<file path="config.mk">
export PLATFORM = sky130hd
export DESIGN_NAME = reveal_engine
export DESIGN_NICKNAME = d
export VERILOG_FILES = /design/src/rtl/minesweeper_pkg.sv /design/src/rtl/cell_fifo.sv /design/src/rtl/reveal_engine.sv
export SDC_FILE = /design/constraint.sdc
export NUM_CORES = 1
export LEC_CHECK = 0
export ABC_CLOCK_PERIOD_IN_PS = 7900
export CAP_MARGIN = 20
export CELL_PAD_IN_SITES_DETAIL_PLACEMENT = 0
export CELL_PAD_IN_SITES_GLOBAL_PLACEMENT = 1
export CORE_MARGIN = 4
export CORE_UTILIZATION = 56
export CTS_BUF_LIST = sky130_fd_sc_hd__clkbuf_8
export DETAILED_ROUTE_END_ITERATION = 6
export HOLD_SLACK_MARGIN = 0.08
export PLACE_DENSITY = 0.87
export SYNTH_ARGS = -nofsm -noshare
export SYNTH_HDL_FRONTEND = slang
export SYNTH_SLANG_ARGS = --single-unit
export TNS_END_PERCENT = 100
</file>
<file path="constraint.sdc">
create_clock -name clk -period 7.9 [get_ports clk]
set_clock_uncertainty 0.15 [all_clocks]
set_input_delay 0.79 -clock clk [delete_from_list [all_inputs] [get_ports clk]]
set_output_delay 0.79 -clock clk [all_outputs]
set_load 0.05 [all_outputs]
</file>
<file path="src/rtl/minesweeper_pkg.sv">
// minesweeper_pkg: shared FSM state encoding and neighbour offset table for the reveal engine.
package minesweeper_pkg;
    typedef enum logic [2:0] {IDLE, CHECK, POP, REVEAL, NEIGH, DONE} engineState;
    // Row-major neighbour order: dy outer, dx inner, centre cell excluded.
    localparam logic signed [1:0] neighDx [8] = '{-2'sd1, 2'sd0, 2'sd1, -2'sd1, 2'sd1, -2'sd1, 2'sd0, 2'sd1};
    localparam logic signed [1:0] neighDy [8] = '{-2'sd1, -2'sd1, -2'sd1, 2'sd0, 2'sd0, 2'sd1, 2'sd1, 2'sd1};
endpackage

</file>
<file path="src/rtl/cell_fifo.sv">
// cell_fifo: synchronous FIFO of packed cell coordinates with a combinational head output.
module cell_fifo #(
    parameter int depth = 64,
    parameter int width = 6
) (
    input  logic             clk,
    input  logic             reset,
    input  logic             push,
    input  logic             pop,
    input  logic [width-1:0] pushData,
    output logic [width-1:0] headData,
    output logic             empty
);
    localparam int AW = depth > 1 ? $clog2(depth) : 1;
    localparam logic [AW-1:0] LAST = AW'(depth - 1);
    logic [width-1:0] mem [depth];
    logic [AW-1:0] head, tail;
    logic [AW:0] count;
    assign headData = mem[head];
    assign empty = count == '0;
    always_ff @(posedge clk) begin
        if (reset) begin
            head <= '0;
            tail <= '0;
            count <= '0;
        end else begin
            if (push) begin
                mem[tail] <= pushData;
                tail <= tail == LAST ? '0 : tail + 1'b1;
            end
            if (pop) head <= head == LAST ? '0 : head + 1'b1;
            count <= count + (AW+1)'(push) - (AW+1)'(pop);
        end
    end
endmodule

</file>
<file path="src/rtl/reveal_engine.sv">
// reveal_engine: breadth-first flood reveal of a minesweeper board from a clicked cell.
// Define REVEAL_COUNT_EN to add the revealCount output.
module reveal_engine
    import minesweeper_pkg::*;
#(
    parameter int width = 8,
    parameter int height = 8
) (
    input  logic                      clk,
    input  logic                      reset,
    input  logic                      start,
    input  logic [$clog2(width)-1:0]  clickX,
    input  logic [$clog2(height)-1:0] clickY,
    output logic [$clog2(width)-1:0]  readX,
    output logic [$clog2(height)-1:0] readY,
    input  logic                      mineValue,
    input  logic [3:0]                adjValue,
    output logic                      revealEn,
    output logic [$clog2(width)-1:0]  revealX,
    output logic [$clog2(height)-1:0] revealY,
    output logic                      busy,
    output logic                      done,
    output logic                      hitMine
`ifdef REVEAL_COUNT_EN
    ,
    output logic [$clog2(width*height+1)-1:0] revealCount
`endif
);
    localparam int XW = $clog2(width);
    localparam int YW = $clog2(height);
    localparam int CELLS = width * height;
    localparam int IW = $clog2(CELLS);

    engineState state, nextState;
    logic [XW-1:0] tgtX, curX;
    logic [YW-1:0] tgtY, curY;
    logic [2:0] neighIdx;
    logic [CELLS-1:0] visited;
    logic [XW+1:0] nx;
    logic [YW+1:0] ny;
    logic nbOk, mark, push, pop, fifoEmpty;
    logic [IW-1:0] clickIdx, nbIdx, markIdx;
    logic [XW+YW-1:0] pushCell, headCell;

    cell_fifo #(.depth(CELLS), .width(XW + YW)) fifo (
        .clk(clk),
        .reset(reset),
        .push(push),
        .pop(pop),
        .pushData(pushCell),
        .headData(headCell),
        .empty(fifoEmpty)
    );

    always_ff @(posedge clk) begin
        if (reset) state <= IDLE;
        else state <= nextState;
    end

    always_comb begin
        nextState = state;
        case (state)
            IDLE:    nextState = start ? CHECK : IDLE;
            CHECK:   nextState = (visited[clickIdx] || mineValue) ? DONE : POP;
            POP:     nextState = fifoEmpty ? DONE : REVEAL;
            REVEAL:  nextState = adjValue == 4'd0 ? NEIGH : POP;
            NEIGH:   nextState = neighIdx == 3'd7 ? POP : NEIGH;
            default: nextState = IDLE;
        endcase
    end

    // Neighbour coordinates carry two extra bits so -1 and width are detectable as out of bounds.
    always_comb begin
        nx = {2'b00, curX} + {{XW{neighDx[neighIdx][1]}}, neighDx[neighIdx]};
        ny = {2'b00, curY} + {{YW{neighDy[neighIdx][1]}}, neighDy[neighIdx]};
        nbOk = !nx[XW+1] && nx[XW:0] < (XW+1)'(width) && !ny[YW+1] && ny[YW:0] < (YW+1)'(height);
        nbIdx = IW'(ny[YW-1:0]) * IW'(width) + IW'(nx[XW-1:0]);
        clickIdx = IW'(tgtY) * IW'(width) + IW'(tgtX);
    end

    always_comb begin
        mark = state == CHECK ? !visited[clickIdx] : state == NEIGH && nbOk && !visited[nbIdx];
        markIdx = state == CHECK ? clickIdx : nbIdx;
        push = mark && !(state == CHECK && mineValue);
        pushCell = state == CHECK ? {tgtY, tgtX} : {ny[YW-1:0], nx[XW-1:0]};
        pop = state == POP && !fifoEmpty;
        busy = state inside {CHECK, POP, REVEAL, NEIGH};
        done = state == DONE;
        revealEn = state == REVEAL || (state == CHECK && mark && mineValue);
        readX = state == CHECK ? tgtX : (state == REVEAL || state == NEIGH) ? curX : '0;
        readY = state == CHECK ? tgtY : (state == REVEAL || state == NEIGH) ? curY : '0;
        revealX = revealEn ? readX : '0;
        revealY = revealEn ? readY : '0;
    end

    // A mine click is also marked visited so no cell is ever revealed twice between resets.
    always_ff @(posedge clk) begin
        if (reset) begin
            visited <= '0;
            hitMine <= 1'b0;
            tgtX <= '0;
            tgtY <= '0;
            curX <= '0;
            curY <= '0;
            neighIdx <= '0;
        end else begin
            if (state == IDLE && start) begin
                tgtX <= clickX;
                tgtY <= clickY;
                hitMine <= 1'b0;
            end
            if (mark) visited[markIdx] <= 1'b1;
            if (state == CHECK && mark && mineValue) hitMine <= 1'b1;
            if (pop) {curY, curX} <= headCell;
            neighIdx <= state == NEIGH ? neighIdx + 3'd1 : 3'd0;
        end
    end

`ifdef REVEAL_COUNT_EN
    always_ff @(posedge clk) begin
        if (reset) revealCount <= '0;
        else if (revealEn) revealCount <= revealCount + 1'b1;
    end
`endif
endmodule

</file>
==> impl_metrics.env <==
export IMPL_drv_cap=0
export IMPL_grt_pass1_wl_um=71100
export IMPL_tns_ps=0
export IMPL_vias=11700
export IMPL_drt_pass1_iter_count=5
export IMPL_antenna_found_initial=0
export IMPL_nets=1353
export IMPL_fp_coreArea_sq_um=36600
export IMPL_cts_sinks=486
export IMPL_synth_top_area_cell="edfxtp_1"
export IMPL_syn2layout_area_growth_pct=12.4
export IMPL_p_leak_nw=7.22
export IMPL_cts_buffers=77
export IMPL_clock_latency_ps=640
export IMPL_synth_edf_count=384
export IMPL_end_kind="register"
export IMPL_syn_nets=1270
export IMPL_required_ps=8260
export IMPL_max_slew_margin_rel_pct=27.1
export IMPL_ir_drop_uv=137
export IMPL_hold_path_class="reg2reg"
export IMPL_wl_per_cell_um=24.4
export IMPL_diodes=0
export IMPL_finalWorstPathRequiredPeriod_ps=6350
export IMPL_dominantRegCellSynth="edfxtp_1"
export IMPL_cts_setup_buffers=0
export IMPL_path_max_fanout=59
export IMPL_drc=0
export IMPL_ys_warn_count=0
export IMPL_grt_pass1_vias=11700
export IMPL_drv_slew=0
export IMPL_rsz0062_at_grt="no"
export IMPL_postSynth_asyncResetShare_pct=0
export IMPL_worst_hold_slack_ps=322
export IMPL_die_area_sq_um=40300
export IMPL_crit_arrival_ps=6710
export IMPL_start_util_pct=56.9
export IMPL_drt_antenna_violating_nets=0
export IMPL_finalHoldViolations=0
export IMPL_dp_hpwl_um=27600
export IMPL_cts_tree="done"
export IMPL_max_freq_mhz=157
export IMPL_ys_top_cells_by_area="edfxtp_1 (55%), mux4_2 (16%), dfxtp_1 (9.8%), o2bb2ai_1 (2.7%), mux2i_1 (1.6%)"
export IMPL_cts_root_buf="clkbuf_8"
export IMPL_drive_gt1_share_pct=26.4
export IMPL_powerDensity_nw_per_um2=252
export IMPL_gp_congestion=0.835
export IMPL_num_rows=70
export IMPL_fillers=2536
export IMPL_grt_max_degree=77
export IMPL_syn_inst=1227
export IMPL_worst_slew_pin_slew_ps=1090
export IMPL_die_w_um=201
export IMPL_ctsHoldBuffers=0
export IMPL_final_cells=1841
export IMPL_p_total_mw=5.88
export IMPL_syn_cell_area_sq_um=20800
export IMPL_setup_viol=0
export IMPL_synth_seq_area_share_pct=65.2
export IMPL_cts_buffer_depth=3
export IMPL_clkSlewWorstSetupHoldPaths_ps=60
export IMPL_grt_use_total_pct=22.6
export IMPL_synth_cell_types=61
export IMPL_crit_path_start_kind="register"
export IMPL_routed_wl_um=44900
export IMPL_syn_avg_cell_area_sq_um=17.0
export IMPL_crit_type="reg2reg"
export IMPL_io_buffers=29
export IMPL_fin_crit_sh_pct=80.4
export IMPL_via_per_inst=6.38
export IMPL_grt_overflow_total=0
export IMPL_die_height_um=201
export IMPL_cts_max_level=3
export IMPL_ios=30
export IMPL_placedCellCount=1686
export IMPL_status="complete, no violations"
export IMPL_drtIter0Drc=1081
export IMPL_postSynthRegisterBits=486
export IMPL_cts_resized=0
export IMPL_netlist_area_leader_share_pct=55.4
==> cell usage in the layout, fill, tap and decap left out, types with 10 or more instances in the layout <==
master and instances:
clkinv_1 13, dfxtp_1 98, clkinv_2 17, nor2b_1 16, nor4_1 25, clkbuf_2 10
o2bb2ai_1 64, nor3_1 11, nand2_1 68, a21oi_1 21, ha_1 26, clkdlybuf4s50_1 29
buf_4 52, mux4_2 151, nor4_2 11, mux2i_1 34, clkbuf_8 89, nor4b_1 23
nor2_1 54, inv_1 37, edfxtp_1 384
==> cells in the mapped netlist (5+ instances only) <==
cell and number:
and3_1 5, xor2_1 7, o21ai_0 8, nor4_1 26, buf_1 19, nor2_1 54
nor4_2 10, nand3_1 8, inv_1 25, mux4_2 151, nand4_1 5, clkbuf_1 61
a31oi_1 6, mux2i_1 34, a22oi_1 5, a21oi_1 22, nand3b_1 5, edfxtp_1 384
buf_2 9, dfxtp_1 102, o2bb2ai_1 64, nor3_1 12, ha_1 26, nor2b_1 16
nor4b_1 25, xnor2_1 8, nand2_1 69
==> sequential cells by signal, indices dropped and copies added (netlist names), 6 cells and up <==
signal,cells
fifo.mem,384
visited,64
fifo.count,7
fifo.head,6
fifo.tail,6
==> metrics by stage <==
| stage | utilization, % | cell area (sq um) | setup slack [ps] |
|---|---|---|---|
| 2_1_floorplan | - | 20800 | 2370 |
| 3_3_place_gp | 59.5 | 21800 | 1670 |
| 3_5_place_dp | 59.5 | 21800 | 1560 |
| 4_1_cts | 63.6 | 23300 | 1540 |
| 5_1_grt | 63.9 | 23400 | 1140 |
| 6_report | 63.9 | 23400 | 1550 |
==> final cells by class <==
class                   instances  area [sq um]  area share, %
clock buffers                  89          1220           5.24
inverters                      26          97.6          0.417
flip-flops and latches        486         13600           58.1
clock inverters                53           284           1.21
repair buffers                 94           776           3.32
multi-input cells             625          6840           29.2
well taps                     468           586           2.50
==> power by group <==
part,total [mW],switching (mW),internal (mW)
Combinational,0.815,0.552,0.262
Clock,2.06,0.986,1.08
Sequential,3.01,0.0413,2.97
==> cell families (layout without fill, tap and decap cells) <==
kind of cell / Yosys count / after routing / synth area share [%]
DFF: 486 / 486 / 65.2
and+or+nand+nor: 256 / 256 / 6.83
muxes: 189 / 189 / 18.2
AOI/OAI and AO/OA: 135 / 135 / 5.03
buffers and inverters: 116 / 262 / 2.18
adders and majority gates: 29 / 29 / 1.85
xor gates and xnor gates: 16 / 16 / 0.709
==> final timing paths <==
check                               from                  endpoint  slack, ps  cells after the start
hold / removal      hitMine$_SDFFE_PP0P_      hitMine$_SDFFE_PP0P_        320                      2
setup / recovery  neighIdx[0]$_SDFF_PP0_  fifo.count[6]$_SDFF_PP0_       1550                     24
hold reg to reg     hitMine$_SDFFE_PP0P_      hitMine$_SDFFE_PP0P_        320                      2
setup reg to reg  neighIdx[0]$_SDFF_PP0_  fifo.count[6]$_SDFF_PP0_       1550                     24
==> worst max-delay path, stage by stage (launching register included) <==
cell and delay [ps]:
dfxtp_1 400, inv_1 80, ha_1 290, nor2_1 40
a21oi_1 300, inv_1 150, ha_1 370, xnor2_2 550
mux4_2 590, mux4_2 500, o211ai_2 180, and3_1 370
a21oi_4 40, buf_4 370, ha_1 400, inv_1 40
ha_1 200, fa_1 410, a21oi_1 160, o21bai_1 100
a21oi_1 160, nor2_1 50, nor2_1 110, xnor2_1 130
nor2_1 50
==> routing by layer <==
layer	wire length (um)	GRT usage, %	vias to the layer above
li1	-	-	5152
met1	18700	33.3	5954
met2	21400	35.1	566
met3	3920	5.17	70
met4	795	5.60	0
met5	0	0	-
No activity file was read; power rests on OpenSTA's default activity.
